<file path="config.mk">
export PLATFORM = sky130hd
export DESIGN_NAME = msb_rd_req_seq
export DESIGN_NICKNAME = d
export VERILOG_FILES = /design/src/rtl/msb_pkg.sv /design/src/rtl/msb_ptr_table.sv /design/src/rtl/msb_rd_req_seq.sv
export SDC_FILE = /design/constraint.sdc
export NUM_CORES = 1
export LEC_CHECK = 0
export CAP_MARGIN = 15
export CELL_PAD_IN_SITES_DETAIL_PLACEMENT = 2
export CELL_PAD_IN_SITES_GLOBAL_PLACEMENT = 2
export CORE_UTILIZATION = 44
export CTS_BUF_LIST = sky130_fd_sc_hd__clkbuf_4 sky130_fd_sc_hd__clkbuf_8
export CTS_CLUSTER_DIAMETER = 80
export CTS_CLUSTER_SIZE = 20
export DETAILED_ROUTE_END_ITERATION = 12
export PLACE_DENSITY = 0.86
export SETUP_SLACK_MARGIN = 0.3
export SLEW_MARGIN = 20
export SYNTH_ARGS = -nofsm -noshare
export SYNTH_HDL_FRONTEND = slang
export SYNTH_SLANG_ARGS = --single-unit
</file>
<file path="constraint.sdc">
create_clock -name clk1x -period 9.4 [get_ports clk1x]
set_clock_uncertainty 0.15 [all_clocks]
set_input_delay 1.88 -clock clk1x [delete_from_list [all_inputs] [get_ports clk1x]]
set_output_delay 1.88 -clock clk1x [all_outputs]
set_load 0.01 [all_outputs]
</file>
<file path="src/rtl/msb_pkg.sv">
// -----------------------------------------------------------------------------
// msb_pkg
// Shared definitions for the multi-stream buffer read path.
//   - default buffer geometry (ways, channels, streams, lines, lengths, credits)
//   - pointer types: stream id, cache line, way offset, and the {cl, of} pointer
//   - read-request sequencer FSM state encoding
//   - ptr_advance(): steps a head pointer by one 16 B beat
// -----------------------------------------------------------------------------
package msb_pkg;

   localparam int MSB_WAYS      = 8;   // 8 B BRAM ways per cache line
   localparam int MSB_CHANNELS  = 2;   // L2 write channels
   localparam int MSB_NSTRMS    = 32;  // total streams
   localparam int MSB_L1_NCL    = 16;  // cache lines per stream
   localparam int MSB_LEN_WIDTH = 8;   // command beat-count width
   localparam int MSB_MAX_OUT   = 4;   // maximum in-flight read requests

   localparam int MSB_WAYS_WIDTH   = $clog2(MSB_WAYS);
   localparam int MSB_L1_NCL_WIDTH = $clog2(MSB_L1_NCL);
   localparam int MSB_STRM_WIDTH   = $clog2(MSB_NSTRMS);

   // One beat moves 16 B, i.e. two 8 B ways.
   localparam int BEAT_WAYS = 2;

   typedef logic [MSB_STRM_WIDTH-1:0]   strm_id_t;
   typedef logic [MSB_L1_NCL_WIDTH-1:0] cl_t;
   typedef logic [MSB_WAYS_WIDTH-1:0]   of_t;

   typedef struct packed {
      cl_t cl;
      of_t of;
   } ptr_t;

   typedef enum logic {
      ST_IDLE  = 1'b0,
      ST_ISSUE = 1'b1
   } seq_state_t;

   // Advance a head pointer by one beat. The offset wraps within the line;
   // on wrap the line index steps, itself wrapping after the last line.
   function automatic ptr_t ptr_advance(input ptr_t p);
      ptr_t n;
      n.of = p.of + of_t'(BEAT_WAYS);
      n.cl = p.cl;
      if (n.of == '0) begin
         n.cl = (p.cl == cl_t'(MSB_L1_NCL - 1)) ? '0 : p.cl + cl_t'(1);
      end
      return n;
   endfunction

endpackage

</file>
<file path="src/rtl/msb_ptr_table.sv">
// -----------------------------------------------------------------------------
// msb_ptr_table
// Per-stream head-pointer store held in flops (one ptr_t per stream).
// Ports:
//   clk1x, reset       : clock, asynchronous active-high reset (all entries 0)
//   rd_idx / rd_ptr    : combinational read port
//   wr_en/wr_idx/wr_ptr: write port (pointer writeback at end of a command)
//   clr_en/clr_idx     : clear port, zeroes an entry; wins over a same-entry write
// -----------------------------------------------------------------------------
module msb_ptr_table
   import msb_pkg::*;
#(
   parameter int NENT = MSB_NSTRMS
)(
   input  logic     clk1x,
   input  logic     reset,
   input  strm_id_t rd_idx,
   output ptr_t     rd_ptr,
   input  logic     wr_en,
   input  strm_id_t wr_idx,
   input  ptr_t     wr_ptr,
   input  logic     clr_en,
   input  strm_id_t clr_idx
);

   ptr_t tab_reg [NENT];

   // Each entry has its own enable decode so clear and write can target
   // different entries in the same cycle.
   for (genvar gi = 0; gi < NENT; gi++) begin : g_ent
      always_ff @(posedge clk1x or posedge reset) begin
         if (reset) begin
            tab_reg[gi] <= '0;
         end else if (clr_en && (clr_idx == strm_id_t'(gi))) begin
            tab_reg[gi] <= '0;
         end else if (wr_en && (wr_idx == strm_id_t'(gi))) begin
            tab_reg[gi] <= wr_ptr;
         end
      end
   end

   assign rd_ptr = tab_reg[rd_idx];

endmodule

</file>
<file path="src/rtl/msb_rd_req_seq.sv">
// -----------------------------------------------------------------------------
// msb_rd_req_seq
// Per-port read-request sequencer for the multi-stream buffer. Accepts
// "stream S, N beats" commands, walks that stream's head pointer one 16 B beat
// per request, and throttles issue against a count of outstanding responses.
// Ports:
//   clk1x, reset          : single clock, asynchronous active-high reset
//   cmd_v/cmd_r           : command handshake; cmd_strm global stream, cmd_len beats
//   clr_v/clr_strm        : zero a stream's stored head pointer
//   q_v/q_r               : request handshake toward the BRAM read port
//   q_ra_ch/st/cl/of      : request address (channel, local stream, line, way offset)
//   rsp_done              : one read response consumed (returns a credit)
//   busy                  : a command is being issued
// -----------------------------------------------------------------------------
module msb_rd_req_seq
   import msb_pkg::*;
#(
   parameter  int WAYS            = MSB_WAYS,
   parameter  int channels        = MSB_CHANNELS,
   parameter  int nstrms          = MSB_NSTRMS,
   parameter  int l1_ncl          = MSB_L1_NCL,
   parameter  int LEN_WIDTH       = MSB_LEN_WIDTH,
   parameter  int MAX_OUT         = MSB_MAX_OUT,
   localparam int WAYS_WIDTH      = $clog2(WAYS),
   localparam int channels_width  = $clog2(channels),
   localparam int l1_nstrms       = nstrms / channels,
   localparam int l1_nstrms_width = $clog2(l1_nstrms),
   localparam int l1_ncl_width    = $clog2(l1_ncl),
   localparam int strm_width      = $clog2(nstrms)
)(
   input  logic                       clk1x,
   input  logic                       reset,
   input  logic                       cmd_v,
   output logic                       cmd_r,
   input  logic [strm_width-1:0]      cmd_strm,
   input  logic [LEN_WIDTH-1:0]       cmd_len,
   input  logic                       clr_v,
   input  logic [strm_width-1:0]      clr_strm,
   output logic                       q_v,
   input  logic                       q_r,
   output logic [channels_width-1:0]  q_ra_ch,
   output logic [l1_nstrms_width-1:0] q_ra_st,
   output logic [l1_ncl_width-1:0]    q_ra_cl,
   output logic [WAYS_WIDTH-1:0]      q_ra_of,
   input  logic                       rsp_done,
   output logic                       busy
);

   // The pointer types come from msb_pkg, so the geometry parameters here are
   // expected to match the package defaults.
   localparam int CNT_W = $clog2(MAX_OUT + 1);
   localparam logic [CNT_W-1:0]     MAX_OUT_C = CNT_W'(MAX_OUT);
   localparam logic [LEN_WIDTH-1:0] LEN_ONE   = LEN_WIDTH'(1);

   seq_state_t            state_reg,   state_next;
   strm_id_t              strm_reg,    strm_next;
   logic [LEN_WIDTH-1:0]  rem_reg,     rem_next;
   ptr_t                  wptr_reg,    wptr_next;
   logic [CNT_W-1:0]      out_cnt_reg, out_cnt_next;

   ptr_t tab_rd_ptr;
   ptr_t wptr_adv;
   logic tab_wr_en;
   logic q_fire;
   logic cnt_inc;
   logic cnt_dec;

   msb_ptr_table #(
      .NENT (nstrms)
   ) u_ptr_table (
      .clk1x   (clk1x),
      .reset   (reset),
      .rd_idx  (strm_id_t'(cmd_strm)),
      .rd_ptr  (tab_rd_ptr),
      .wr_en   (tab_wr_en),
      .wr_idx  (strm_reg),
      .wr_ptr  (wptr_adv),
      .clr_en  (clr_v),
      .clr_idx (strm_id_t'(clr_strm))
   );

   // ---------------------------------------------------------------- state
   always_ff @(posedge clk1x or posedge reset) begin
      if (reset) begin
         state_reg   <= ST_IDLE;
         strm_reg    <= '0;
         rem_reg     <= '0;
         wptr_reg    <= '0;
         out_cnt_reg <= '0;
      end else begin
         state_reg   <= state_next;
         strm_reg    <= strm_next;
         rem_reg     <= rem_next;
         wptr_reg    <= wptr_next;
         out_cnt_reg <= out_cnt_next;
      end
   end

   // Request outputs depend only on registered state, never on q_r, so the
   // address holds steady while the port back-pressures.
   assign q_v     = (state_reg == ST_ISSUE) && (out_cnt_reg < MAX_OUT_C);
   assign q_fire  = q_v && q_r;
   assign busy    = (state_reg == ST_ISSUE);
   assign q_ra_ch = strm_reg[strm_width-1 -: channels_width];
   assign q_ra_st = strm_reg[l1_nstrms_width-1:0];
   assign q_ra_cl = wptr_reg.cl;
   assign q_ra_of = wptr_reg.of;

   assign wptr_adv = ptr_advance(wptr_reg);

   // ------------------------------------------------- next state / outputs
   always_comb begin
      state_next = state_reg;
      strm_next  = strm_reg;
      rem_next   = rem_reg;
      wptr_next  = wptr_reg;
      cmd_r      = 1'b0;
      tab_wr_en  = 1'b0;

      unique case (state_reg)
         ST_IDLE: begin
            cmd_r = 1'b1;
            // A zero-length command is consumed here without touching anything.
            if (cmd_v && (cmd_len != '0)) begin
               state_next = ST_ISSUE;
               strm_next  = strm_id_t'(cmd_strm);
               rem_next   = cmd_len;
               wptr_next  = tab_rd_ptr;
            end
         end
         ST_ISSUE: begin
            if (q_fire) begin
               wptr_next = wptr_adv;
               rem_next  = rem_reg - LEN_ONE;
               if (rem_reg == LEN_ONE) begin
                  // Last beat: store the already-advanced pointer so the next
                  // command on this stream resumes after it.
                  tab_wr_en  = 1'b1;
                  state_next = ST_IDLE;
               end
            end
         end
         default: begin
            state_next = ST_IDLE;
         end
      endcase
   end

   // ------------------------------------------------------------- credits
   // A response with nothing outstanding is spurious and dropped; an issue
   // and a valid response in the same cycle cancel out.
   assign cnt_inc = q_fire;
   assign cnt_dec = rsp_done && (out_cnt_reg != '0);

   always_comb begin
      out_cnt_next = out_cnt_reg;
      unique case ({cnt_inc, cnt_dec})
         2'b10:   out_cnt_next = out_cnt_reg + CNT_W'(1);
         2'b01:   out_cnt_next = out_cnt_reg - CNT_W'(1);
         default: out_cnt_next = out_cnt_reg;
      endcase
   end

endmodule

</file>
### Word-level counts from Yosys, hierarchy flattened

Index checks and enable logic that the tools add are counted.

* output and inout port bits: 15
* register bits: 248
* word-level logic and storage cells: 339
* input bits: 24

* reductions and logical operators: 108
* equal/unequal tests: 68
* add/subtract/negate cells: 5
* bitwise operators: 2
* muxes and demuxes: 84
* order comparisons: 2

Operators with widths (count)
* $mux 7: 68
* $eq 5x5->1 const B: 32
* $eq 5x4->1 const B: 16
* $logic_and 1x1->1: 68
* $reduce_bool 2->1: 33
* $eq 5x3->1 const B: 8
* $bmux 7 s5: 1
* $eq 5x2->1 const B: 4
* $mux 8: 2
* $pmux 8 s2: 1
* $pmux 7 s2: 1
* $eq 5x1->1 const B: 2
* $logic_not 5->1: 2
* $eq 8x1->1 const B: 1
* $mux 4: 2
* $reduce_bool 8->1: 1
* $sub 8x1->8 const B: 1
* $mux 1: 7
* $ge 6x6->1 const B: 1
* $not 5->6: 1
* $pmux 3 s2: 1
* $add 4x1->4 const B: 1
* $eq 4x4->1 const B: 1
* $reduce_and 2->1: 2
* 12 further kinds: 12

### Longest topological paths before layout

Gate-level depths: netlist of run 1.

* depth after elaboration: 8
* depth in mapped cells: 10
* depth with buffers taken out: 8

### By module

A second synthesis of run 1 with hierarchy kept.

* cells, all modules: 871
* area, all modules: 11883.9 um2

By module, submodules not included
* msb_ptr_table: instances 1, area an instance 10387.5 um2, cells each 717, seq. area each 5605.4 um2
* msb_rd_req_seq: instances 1, area an instance 1496.4 um2, cells each 154, seq. area each 600.6 um2

### Worst setup path before layout of run 1

OpenSTA, ideal clock, no wires.

* path type: input port to flip-flop
* start point: input port cmd_strm[0]
* end point: register wptr_reg (netlist bit q_ra_cl[3])
* setup time: 0.137 ns
* path buffers: 3
* stages on the path: 8
* slack: 5.605 ns
* arrival: 3.508 ns
* required time: 9.113 ns
* cell sequence: buf_2 > buf_4 > buf_4 > mux4_2 > a22oi_1 > o31ai_1 > a221oi_1 > a21oi_1

* cells in the longest elaborated chain, start to end: 6

RTL lines
* start: declaration: line msb_rd_req_seq.sv:35 `input logic [strm_width-1:0] cmd_strm,`
* $not 5->6 (implied by the code): line msb_ptr_table.sv:42 `assign rd_ptr = tab_reg[rd_idx];`
* $bmux 7 s5: line msb_ptr_table.sv:42
* $mux 7 (implied by the code) (2 in series): line msb_ptr_table.sv:42
* $mux 7: line msb_rd_req_seq.sv:124 `if (cmd_v && (cmd_len != '0)) begin`
* $pmux 7 s2: line msb_rd_req_seq.sv:120 `unique case (state_reg)`
* end signal: assignment: line msb_rd_req_seq.sv:94 `wptr_reg <= wptr_next;`
* end: declaration: line msb_rd_req_seq.sv:58 `ptr_t wptr_reg, wptr_next;`

No other way between the ends. The select of a mux whose other input is x is not followed.
A chain may end at the register's enable or synchronous reset.

### Worst setup path in the final report of run 1

* start point: input port q_r
* end point: register u_ptr_table.tab_reg[211] (netlist bit)

* cells in the longest elaborated chain, start to end: 5

RTL lines
* start: declaration: line msb_rd_req_seq.sv:40 `input logic q_r,`
* $logic_and 1x1->1: line msb_rd_req_seq.sv:102 `assign q_fire = q_v && q_r;`
* $mux 1: line msb_rd_req_seq.sv:132 `if (q_fire) begin`
* $mux 1: line msb_rd_req_seq.sv:120
* $logic_and 1x1->1: line msb_ptr_table.sv:36 `end else if (wr_en && (wr_idx == strm_id_t'(gi))) begin`
* $reduce_bool 2->1 (no source line)
* end signal: indexed assignment: line msb_ptr_table.sv:37 `tab_reg[gi] <= wr_ptr;`
* end: declaration: line msb_ptr_table.sv:26 `ptr_t tab_reg [NENT];`

No other way between the ends.

==> results of run 1 <==
-- routing by layer --
metal | up-vias | global-route usage, % | share of wire (%) | routed length, µm
met5 | - | 0 | 0 | 0
met4 | 0 | 16.3 | 5.4 | 2350
met3 | 138 | 4.69 | 6.3 | 2750
met2 | 435 | 52.3 | 48 | 20700
met1 | 4806 | 43.1 | 41 | 17600
li1 | 3607 | - | - | -
-- final cells by class --
cell class	count	share of cell area, %
repair buffers	54	3.89
flip-flops and latches	248	48.6
clock buffers	17	1.83
multi-input cells	591	41.9
well taps	335	3.28
inverters	12	0.411
clock inverters	2	0.127
-- logic make-up (layout without fill, tap and decap cells) --
family          after synthesis  after routing  share of synthesized area (%)
compound gates              332            332                           22.3
simple gates                173            173                           9.49
buf+inv                      66             85                           2.38
mux                          74             74                           12.2
xor+xnor                      7              7                          0.519
fa+ha+maj                     5              5                          0.594
flops                       248            248                           52.6
-- layout by cell type (no fill, tap or decap), types with 3 or more instances in the layout --
| master | netlist | layout |
|---|---|---|
| nor2_1 | 60 | 60 |
| nor3_2 | 3 | 3 |
| a211oi_1 | 8 | 8 |
| buf_4 | 6 | 16 |
| a21oi_1 | 48 | 47 |
| a221oi_1 | 4 | 4 |
| o21ai_0 | 11 | 11 |
| nor2b_1 | 8 | 8 |
| ha_1 | 4 | 4 |
| nor4_1 | 3 | 3 |
| mux4_2 | 55 | 55 |
| mux2i_1 | 14 | 13 |
| clkbuf_8 | 0 | 17 |
| o211ai_1 | 4 | 4 |
| nand3_1 | 5 | 5 |
| nor4_4 | 4 | 4 |
| nand3b_1 | 15 | 15 |
| nor3_1 | 3 | 3 |
| xor2_1 | 4 | 4 |
| a22o_1 | 112 | 112 |
| o22ai_1 | 11 | 11 |
| or2_4 | 3 | 3 |
| o2bb2ai_1 | 112 | 112 |
| mux2_2 | 5 | 5 |
| nand2b_1 | 9 | 9 |
| a22oi_1 | 3 | 3 |
| a211o_1 | 3 | 3 |
| dfrtp_1 | 248 | 248 |
| clkdlybuf4s50_1 | 0 | 36 |
| nor3_4 | 11 | 11 |
| inv_1 | 10 | 9 |
| nand2_1 | 29 | 29 |
-- stage by stage --
stage / hold WS (ns) / instances / total power [W] / util [%] / setup slack, ns
3_3_place_gp: 0.316 / 1240 / 0.00234 / 47.8 / 4.66
4_1_cts: 0.355 / 1259 / 0.00293 / 48.7 / 5.09
2_1_floorplan: 0.301 / 905 / 0.00193 / - / 0.555
5_1_grt: 0.366 / 1259 / 0.00303 / 48.8 / 4.85
6_report: 0.352 / 1259 / 0.00294 / 48.8 / 5.02
3_5_place_dp: 0.319 / 1240 / 0.00241 / 47.8 / 4.52
-- power by group --
part           total, W  leakage [nW]  switching [W]  internal [W]
clock          0.000524         0.132       0.000356      0.000168
combinational   0.00103          1.83       0.000684      0.000344
sequential      0.00139          3.42       0.000180       0.00121
total           0.00294          5.38        0.00122       0.00172
-- final timing paths --
check / cells past startpoint / endpoint / slack, ns
max: 6 / u_ptr_table.tab_reg[211] / 5.02
min: 1 / u_ptr_table.tab_reg[205] / 0.35
max reg2reg: 6 / u_ptr_table.tab_reg[211] / 6.10
min reg2reg: 1 / u_ptr_table.tab_reg[205] / 0.35
max in group asynchronous: 3 / u_ptr_table.tab_reg[176] / 5.95
min in group asynchronous: 2 / u_ptr_table.tab_reg[220] / 1.68
==> flow_summary.yaml, run 1 <==
run_status:
  status: "finished with violations"
  violations: "DRC"
yosys:
  avgSynthCellArea_um2: 13.0
  synth_edf_count: 0
  syn-num-nets: 934
  synth_seq_cells: 248
  seq_area_frac_synth_pct: 52.6
  synth_common_cells: "dfrtp_1, a22o_1, o2bb2ai_1"
  synth_top_area_share_pct: 52.6
  synth_warnings: 0
  synth_cell_type_count: 63
  ys_top_cells_by_area: "dfrtp_1, mux4_2, a22o_1"
  syn_inst: 905
  syn_area_mm2: 0.0118
  yosysMostFrequentCell: "dfrtp_1"
  synth_flop_cell: "dfrtp_1"
  synth_area_leader_cell: "dfrtp_1"
  async_flop_share_pct: 100
global_routing:
  grt_pass1_wl_mm: 66.5
  antenna_found_initial: 0
  grt_pass1_vias: 9967
  grt.total_usage_pct: 32.4
  grt_max_degree: 96
  grt_overflow: 0
place:
  gp_congestion: 0.886
  post-dp-hpwl_mm: 29.5
  postPlaceCellArea_mm2: 0.0125
  io_buffers: 38
drt:
  dr.first_iter.drc_count: 780
  viasPerCell: 7.14
  antenna_left: 0
  drc: 5
  num_vias: 8986
  wl_mm: 43.3
  firstDrtPassIters: 11
  wl_per_cell_um: 34.4
worst_setup_path:
  rr_startpoint: "busy"
  cp_max_fo: 10
  cp_slowest_cell: "nor2_1"
  crit_arrival_ns: 4.70
  path_cells: "clkdlybuf4s50_1, and3b_1, nand4b_4, nor2_1, o211ai_1, o2bb2ai_1"
  path_buf_inv: 1
  startpoint_type: "input port"
  slowest_delay_ns: 0.76
  endpoint_kind: "flip-flop"
  startpoint: "q_r"
  crit_required_ns: 9.72
  path_delay_family: "simple AND/OR/NAND/NOR gates"
  worstSetupPathType: "in -> reg"
finish:
  largest_register_ffs: 224
  drive_gt1_share_pct: 14.2
  regArea_mm2: 0.00621
  syn2layout_area_growth_pct: 8.25
  postLayoutCellArea_mm2: 0.0128
  nNetsFinal: 952
  num_antenna_cells: 0
  nFillCells: 2494
  multi_input_comb_area_mm2: 0.00535
floorplanning:
  start_util_pct: 45.0
  die-area_mm2: 0.0275
  core-area_mm2: 0.0262
  die_w_um: 166
  die_y_um: 166
  ios: 39
  row_count: 59
timing:
  hold_viol_final: 0
  final-setup-viol-count: 0
  max_slew_margin_pct: 24.4
  slew_viol_final: 0
  min_period_ns: 4.38
  grt_setup_unrepaired: "no"
  post-route-period-util_pct: 46.5
  tns_ns: 0
  worst_pin_slew_ns: 1.13
  max_freq_mhz: 229
clocking:
  htreeDepth: 1
  cts_tree: "yes"
  postCtsResizedCells: 0
  cts_setup_buffers: 0
  numCtsBuffers: 16
  cts.sinks: 248
  clockRootBuffer: "clkbuf_8"
  clock_latency_ns: 0.57
  clkTransAtPathRegs_ns: 0.12
  cts_buffer_depth: 3
  postCtsHoldBufs: 0
flow_run:
  cap_violations: 0
pwr:
  p_leak_nw: 5.38
  peakVddDrop_mv: 0.117
  p_per_area_mw_per_mm2: 230
worst_hold_path:
  hold_class: "reg -> reg"
  worstHoldStart: "u_ptr_table.tab_reg[205]"
(Power assumes the default switching activity.)
==> inputs of run 2 (changes only) <==
Settings changed: CORE_UTILIZATION 44 to 41, PLACE_DENSITY 0.86 to 0.84.
Clock period 9.4 ns to 4 ns, I/O delays scaled along.
==> run 2 against run 1 <==
Compared with the run above: the run now ends clean; critical path depth fell by 4; combinational power rose by 140%; largest cell class unchanged; total power rose by 140%; clock-buffer cell count rose by 2; register-to-register slack got worse by 5.1 ns; critical path type is now reg -> out; non-clock buffer count rose by 19; highest routed layer is now met5; worst setup slack got worse by 4.0 ns; critical endpoint is now q_ra_of[1].
==> flow_summary.yaml, run 2 (synthesized netlist as in run 1, its figures left out) <==
timing:
  max_freq_mhz: 332
  worst_pin_slew_ns: 1.01
  max_slew_margin_pct: 32.9
  post-route-period-util_pct: 75.4
  slew_viol_final: 0
  hold_viol_final: 0
  grt_setup_unrepaired: "no"
  final-setup-viol-count: 0
  min_period_ns: 3.02
  hold_ws_ns: 0.353
place:
  gp_congestion: 0.865
  io_buffers: 38
  post-dp-hpwl_mm: 30.1
finish:
  nFillCells: 2779
  syn2layout_area_growth_pct: 10.7
  nNetsFinal: 971
  fin_util_pct: 46.5
  largest_register_ffs: 224
  final_common_cell: "dfrtp_1"
  drive_gt1_share_pct: 16.2
  num_antenna_cells: 0
  mostFrequentLayoutCells: "dfrtp_1, a22o_1, o2bb2ai_1"
floorplanning:
  core-area_mm2: 0.0281
  start_util_pct: 42.0
  die-area_mm2: 0.0295
  die_w_um: 172
  ios: 39
  die_y_um: 172
  row_count: 61
clocking:
  clock_latency_ns: 0.56
  postCtsHoldBufs: 0
  cts_tree: "yes"
  clkTransAtPathRegs_ns: 0.12
  cts_buffer_depth: 3
  cts_setup_buffers: 0
  postCtsResizedCells: 0
  htreeDepth: 1
  cts.sinks: 248
  clockRootBuffer: "clkbuf_8"
  numCtsBuffers: 16
drt:
  drc: 0
  wl_mm: 43.1
  firstDrtPassIters: 5
  wl_per_cell_um: 32.6
  num_vias: 9038
  antenna_left: 0
  viasPerCell: 6.83
  dr.first_iter.drc_count: 745
worst_setup_path:
  cp_slowest_cell: "clkdlybuf4s50_1"
  crit_arrival_ns: 2.07
  slowest_delay_ns: 0.63
  cp_max_fo: 22
  crit_required_ns: 3.05
  endpoint_kind: "primary output"
  startpoint_type: "flip-flop"
  path_cells: "buf_4, clkdlybuf4s50_1"
  worstSetupPathType: "reg -> out"
global_routing:
  grt_max_degree: 50
  grt_pass1_vias: 9978
  grt_overflow: 0
  grt.total_usage_pct: 30.4
  grt_pass1_wl_mm: 65.6
  antenna_found_initial: 1
flow_run:
  cap_violations: 0
run_status:
  status: "finished clean"
worst_hold_path:
  hold_class: "reg -> reg"
pwr:
  peakVddDrop_mv: 0.319
  p_leak_nw: 5.51
  p_per_area_mw_per_mm2: 537
-- run 2: cell count changes in the layout (fill, tap and decap cells not counted), sizes merged --
cell	previous run	this run
bufinv	0	1
clkdlybuf4s50	36	35
buf	18	38
clkinv	3	2
clkinvlp	0	2
inv	11	9
clkbuf	17	19
-- run 2: critical path, delay by kind of cell (launching register included) --
family	cells	cell delay, ns
buffers and inverters	2	1.07
flip-flops	1	0.44
-- run 2: per-layer routing --
layer	up-vias	track usage (%)	routed length, µm
li1	3636	-	-
met2	381	49.0	20200
met5	-	0	11
met4	2	12.3	1640
met3	108	5.15	3030
met1	4911	40.8	18200
-- run 2: power breakdown --
part | leakage, nW | switching (W) | internal [W] | total [W]
Clock | 0.148 | 0.000824 | 0.000487 | 0.00131
Combinational | 1.94 | 0.00159 | 0.000848 | 0.00244
Sequential | 3.42 | 0.000430 | 0.00284 | 0.00327
-- run 2: layout make-up --
type                            count  area (µm²)  area share [%]
Sequential cell                   248        6210            47.5
Multi-Input combinational cell    591        5350            40.9
Timing Repair Buffer               73         706            5.40
Tap cell                          378         473            3.62
Clock buffer                       19         255            1.95
Inverter                           12        48.8           0.373
Clock inverter                      2        37.5           0.287
-- run 2: through the flow --
step	total power (W)	worst slack, ns	instances	cell area [µm²]	setup TNS, ns
2_1_floorplan	0.00453	-0.210	905	11800	-52.01
6_report	0.00702	0.984	1323	13100	0
5_1_grt	0.00724	0.883	1323	13100	0
3_3_place_gp	0.00554	0.815	1302	12800	0
4_1_cts	0.00699	1.00	1323	13100	0
3_5_place_dp	0.00569	0.560	1302	12800	0
-- run 2: path summary, 6_finish.rpt --
check | cells past startpoint | startpoint | to | slack [ns]
min in group asynchronous | 2 | reset | rem_reg[4] | 0.60
hold reg to reg | 1 | u_ptr_table.tab_reg[47] | u_ptr_table.tab_reg[47] | 0.35
max in group asynchronous | 3 | reset | u_ptr_table.tab_reg[60] | 2.34
setup / recovery | 2 | q_ra_of[1] | q_ra_of[1] | 0.98
setup reg to reg | 7 | rem_reg[1] | u_ptr_table.tab_reg[49] | 1.01
hold / removal | 1 | u_ptr_table.tab_reg[47] | u_ptr_table.tab_reg[47] | 0.35
==> inputs of run 3 (changes only) <==
Settings changed: CORE_UTILIZATION 41 to 44, PLACE_DENSITY 0.84 to 0.86.
Clock period 4 ns to 3 ns, I/O delays scaled along.
==> run 3 against run 2 <==
Compared with the run above: the flow now finishes with violations (DRC); sequential power increased by 35%; via count increased by 4.1%; worst setup slack got worse by 0.71 ns; utilization increased by 4.4 points; first-iteration DRC count increased by 29%; critical path depth decreased by 1; cell area increased by 2.2%; critical endpoint is now q_ra_ch.
==> flow_summary.yaml, run 3 (synthesized netlist as in run 1, its figures left out) <==
floorplanning:
  die_y_um: 166
  ios: 39
  die_w_um: 166
  row_count: 59
  core-area_mm2: 0.0262
  die-area_mm2: 0.0275
  start_util_pct: 45.0
worst_setup_path:
  r2r_setup_slack_ns: 0.35
  r2r_cells: 5
  path_buf_inv: 1
  reg2reg_to: "u_ptr_table.tab_reg[87]"
  cp_slowest_cell: "dfrtp_1"
  rr_startpoint: "rem_reg[4]"
  worstSetupPathType: "reg -> out"
  slowest_delay_ns: 0.76
  path_delay_family: "flip-flops"
  crit_required_ns: 2.25
  startpoint_type: "flip-flop"
  endpoint_kind: "primary output"
  path_depth: 1
  cp_max_fo: 8
  crit_arrival_ns: 1.98
  crit_end: "q_ra_ch"
  path_cells: "clkdlybuf4s50_1"
  startpoint: "strm_reg[4]"
finish:
  nFillCells: 2492
  nNetsFinal: 1006
  largest_register_ffs: 224
  mostFrequentLayoutCells: "dfrtp_1, a22o_1, o2bb2ai_1"
  multi_input_comb_area_mm2: 0.00537
  final_common_cell: "dfrtp_1"
  num_antenna_cells: 0
  regArea_mm2: 0.00621
  syn2layout_area_growth_pct: 13.1
  postLayoutCellArea_mm2: 0.0134
  drive_gt1_share_pct: 19.5
place:
  post-dp-hpwl_mm: 32.0
  io_buffers: 38
  postPlaceCellArea_mm2: 0.0130
  gp_congestion: 0.855
pwr:
  p_leak_nw: 5.71
  p_sw_share_pct: 41.2
  p_sw_w: 0.00403
  pwr-share-seq_pct: 45.0
  p_clk_share_pct: 18.7
  internal_power_w: 0.00576
  combPwrFrac_pct: 36.3
  peakVddDrop_mv: 0.273
  power.total_w: 0.00978
  p_per_area_mw_per_mm2: 733
drt:
  viasPerCell: 7.16
  wl_per_cell_um: 34.8
  antenna_left: 0
  drc: 8
  num_vias: 9409
  dr.first_iter.drc_count: 963
  wl_mm: 45.8
  firstDrtPassIters: 11
timing:
  slew_viol_final: 0
  grt_setup_unrepaired: "yes"
  max_freq_mhz: 367
  hold_ws_ns: 0.179
  max_slew_margin_pct: 36.1
  hold_viol_final: 0
  final-setup-viol-count: 0
  worst_pin_slew_ns: 0.958
  min_period_ns: 2.73
  post-route-period-util_pct: 90.9
clocking:
  clkTransAtPathRegs_ns: 0.12
  cts.sinks: 248
  cts_tree: "yes"
  cts_buffer_depth: 3
  htreeDepth: 1
  numCtsBuffers: 16
  clock_latency_ns: 0.56
  clockRootBuffer: "clkbuf_8"
  postCtsHoldBufs: 0
global_routing:
  grt_max_degree: 93
  grt_pass1_wl_mm: 68.9
  antenna_found_initial: 0
  grt.total_usage_pct: 33.4
  grt_overflow: 0
  grt_pass1_vias: 10400
run_status:
  violations: "DRC"
  status: "finished with violations"
worst_hold_path:
  hold_class: "in -> async"
flow_run:
  cap_violations: 0
-- run 3: how the worst min path moves through the flow --
stage / to / slack [ns] / depth (start not counted)
floorplan: u_ptr_table.tab_reg[135] / 0.30 / 1
global placement: u_ptr_table.tab_reg[25] / 0.32 / 1
global route: out_cnt_reg[0] / 0.17 / 2
finish: out_cnt_reg[0] / 0.18 / 2
CTS: out_cnt_reg[0] / 0.18 / 2
detailed placement: u_ptr_table.tab_reg[21] / 0.32 / 1
-- run 3: power groups by stage --
stage / registers (W) / clock network, W / logic (W)
after global routing: 0.00443 / 0.00195 / 0.00367
after floorplan: 0.00415 / 0 / 0.00189
final: 0.00440 / 0.00183 / 0.00355
after detailed placement: 0.00441 / 0 / 0.00342
after CTS: 0.00436 / 0.00185 / 0.00345
after global placement: 0.00435 / 0 / 0.00319
-- run 3: area by class of cell --
cell class              instances  area share (%)
repair buffers                108            7.50
flip-flops and latches        248            46.5
clock inverters                 3           0.487
clock buffers                  18            1.81
multi-input cells             591            40.2
well taps                     335            3.14
inverters                      12           0.375
-- run 3: layer usage --
metal,wire length [µm],up-vias,global-route usage (%)
met5,0,-,0
met3,3500,141,6.34
met1,18100,5059,42.9
met2,22000,495,55.1
li1,-,3714,-
met4,2200,0,15.7
-- run 3: stage by stage --
stage	TNS, ns	util [%]	setup slack (ns)	instances
floorplan	-250.41	-	-1.01	905
global placement	0	49.6	0.0931	1291
detailed placement	-0.436	49.6	-0.0768	1292
CTS	0	50.8	0.287	1313
global route	0	51.0	0.269	1315
finish	0	51.0	0.274	1315
-- run 3: worst register-to-register path: cells and delay by family (launching register included) --
family	cells	cell delay, ns
flops	1	0.48
simple gates	3	1.27
compound gates	2	0.65
-- run 3: repair_timing --
item | 4_1_cts | 5_1_grt
resized for setup | 3 | 6
buffers inserted | 0 | 2
endpoints found under the setup margin | 11 | 121
pin swaps | 0 | 1
==> patch (settings of run 2) <==
Set the package constant `MSB_L1_NCL` to 64 (it was 16).
--- a/src/rtl/msb_pkg.sv
+++ b/src/rtl/msb_pkg.sv
@@ -11,7 +11,7 @@
    localparam int MSB_WAYS      = 8;   // 8 B BRAM ways per cache line
    localparam int MSB_CHANNELS  = 2;   // L2 write channels
    localparam int MSB_NSTRMS    = 32;  // total streams
-   localparam int MSB_L1_NCL    = 16;  // cache lines per stream
+   localparam int MSB_L1_NCL    = 64;  // cache lines per stream
    localparam int MSB_LEN_WIDTH = 8;   // command beat-count width
    localparam int MSB_MAX_OUT   = 4;   // maximum in-flight read requests
 
Interface: changed (resized q_ra_cl); port bits go from 39 to 41. The function was not compared with the original's and may differ.
==> patch against run 2 <==
  * Sequential cell count rose by 66
  * Via count rose by 27%
  * Worst setup slack got worse by 0.46 ns
  * Power rose by 38%
  * Critical path depth rose by 5
  * Area after synthesis rose by 25%
  * Design area rose by 25%
  * Non-clock buffer count rose by 27
  * Routed wire length rose by 31%
  * First-iteration DRC count rose by 30%
  * Global-route usage rose by 0.76 points
  * Largest power group unchanged
==> patch: results (changes against run 2) <==
DRT iter0 DRCs - 968 (+30%)
Post-synthesis sequential area ratio - 53.10% (+0.53 points)
Hold-critical path depth - 1 (unchanged)
XOR/XNOR Fraction of Synth Area - 0.5327% (+0.013 points)
Compound-gate portion of the synthesized area - 22.77% (+0.48 points)
VDD IR-drop max - 0.9522 mV (+200%)
Reg-to-reg endpoint - u_ptr_table.tab_reg[29]
Share of post-route cells with drive strength above 1 - 18.66% (+2.5 points)
Vias in the first global route - 12477 (+25%)
Pin count of the biggest net entering global routing - 60 (+20%)
Hold Path Origin - u_ptr_table.tab_reg[156]
Distinct cells, synth - 73 (+16%)
Reg-to-reg slack, setup - 0.53 ns (-0.48 ns)
Worst-Skew Late Latency - 0.61 ns (+0.05 ns)
Critical path's slowest cell - nor3b_1
WHS - 0.3483 ns (-0.005197 ns)
First-pass GRT wire length - 84730 um (+29%)
Crit path largest cell delay - 0.66 ns (+0.03 ns)
Antenna violations before repair - 0 (-1)
CP max FO - 9 (-59%)
Adder-Cell Fraction of Synth Area - 0.4735% (-0.12 points)
RD Place Congestion - 0.8887 (+2.8%)
Total CTS buffers - 21 (+5)
P_leak - 6.933 nW (+26%)
CP top delay family - simple AND/OR/NAND/NOR gates
Hpwl dp - 39010 um (+30%)
Max reg flops - 288 (+29%)
Routed Wire Length - 56340 um (+31%)
Slew HR - 22.93% (-10 points)
Synth area leaders - dfrtp_1, o2bb2ai_1, mux4_2, a22o_1, nor2_1
Mapped Nets - 1168 (+25%)
Total track usage - 31.17% (+0.76 points)
Status - completed
Post-synthesis mux area share - 11.94% (-0.22 points)
Input/output buffers - 40 (+5.3%)
Via density - 6.942 (+1.6%)
Fill cells - 3445 (+24%)
Register clock-pin slew on the reported worst setup and hold paths - 0.13 ns
Hold Path End - u_ptr_table.tab_reg[156]
Post-synth top cells - dfrtp_1, o2bb2ai_1, a22o_1, mux4_2, nor2_1
-- patch: cells by family after synthesis --
logic type,Yosys count
AOI/OAI and AO/OA,415
and+or+nand+nor,210
DFF,314
xor gates and xnor gates,9
muxes,94
buffers and inverters,92
adders and majority gates,5
-- patch: routing by layer --
layer | vias up | GRT usage, % | share of wire (%)
met2 | 477 | 50.44 | 48
met5 | - | 0 | 0
met1 | 6269 | 41.58 | 41
li1 | 4567 | - | -
met3 | 148 | 4.586 | 6.1
met4 | 0 | 13.93 | 4.8
-- patch: stage by stage --
step	util [%]	instance area (sq um)	worst slack (ns)	setup TNS, ns	cells
5_1_grt	46.06	16380	0.4913	0	1651
2_1_floorplan	-	14800	-1.133	-355.72	1139
3_3_place_gp	45.03	16020	0.4160	0	1622
3_5_place_dp	45.03	16020	0.2075	0	1622
6_report	46.06	16380	0.5257	0	1651
4_1_cts	46.06	16380	0.5684	0	1651
-- patch: how the worst max path moves through the flow --
stage	start	end	slack, ns
floorplan	reset	busy	-1.13
global placement	q_r	u_ptr_table.tab_reg[18]	0.42
detailed placement	q_r	u_ptr_table.tab_reg[29]	0.21
CTS	rem_reg[1]	u_ptr_table.tab_reg[29]	0.57
global route	rem_reg[1]	u_ptr_table.tab_reg[29]	0.49
finish	rem_reg[1]	u_ptr_table.tab_reg[29]	0.53
-- patch: worst reg2reg max path: stages (launching register included) --
cell,delay (ns)
dfrtp_1,0.43
inv_1,0.09
ha_1,0.18
nor3b_1,0.66
nand4b_2,0.52
nor2_2,0.60
nand3b_2,0.36
o2bb2ai_1,0.39
-- patch: final cells by class --
class                           instances  area share [%]
Timing Repair Buffer                  100           5.651
Clock buffer                           24           1.902
Inverter                               14          0.3437
Multi-Input combinational cell        733           40.29
Sequential cell                       314           47.96
Clock inverter                          5          0.3360
Tap cell                              461           3.521
-- patch: where the power goes --
part	switching (W)	total (W)	internal, W
sequential	0.000648	0.00442	0.00377
clock	0.00112	0.00165	0.000539
combinational	0.00232	0.00359	0.00127
total	0.00408	0.00966	0.00558
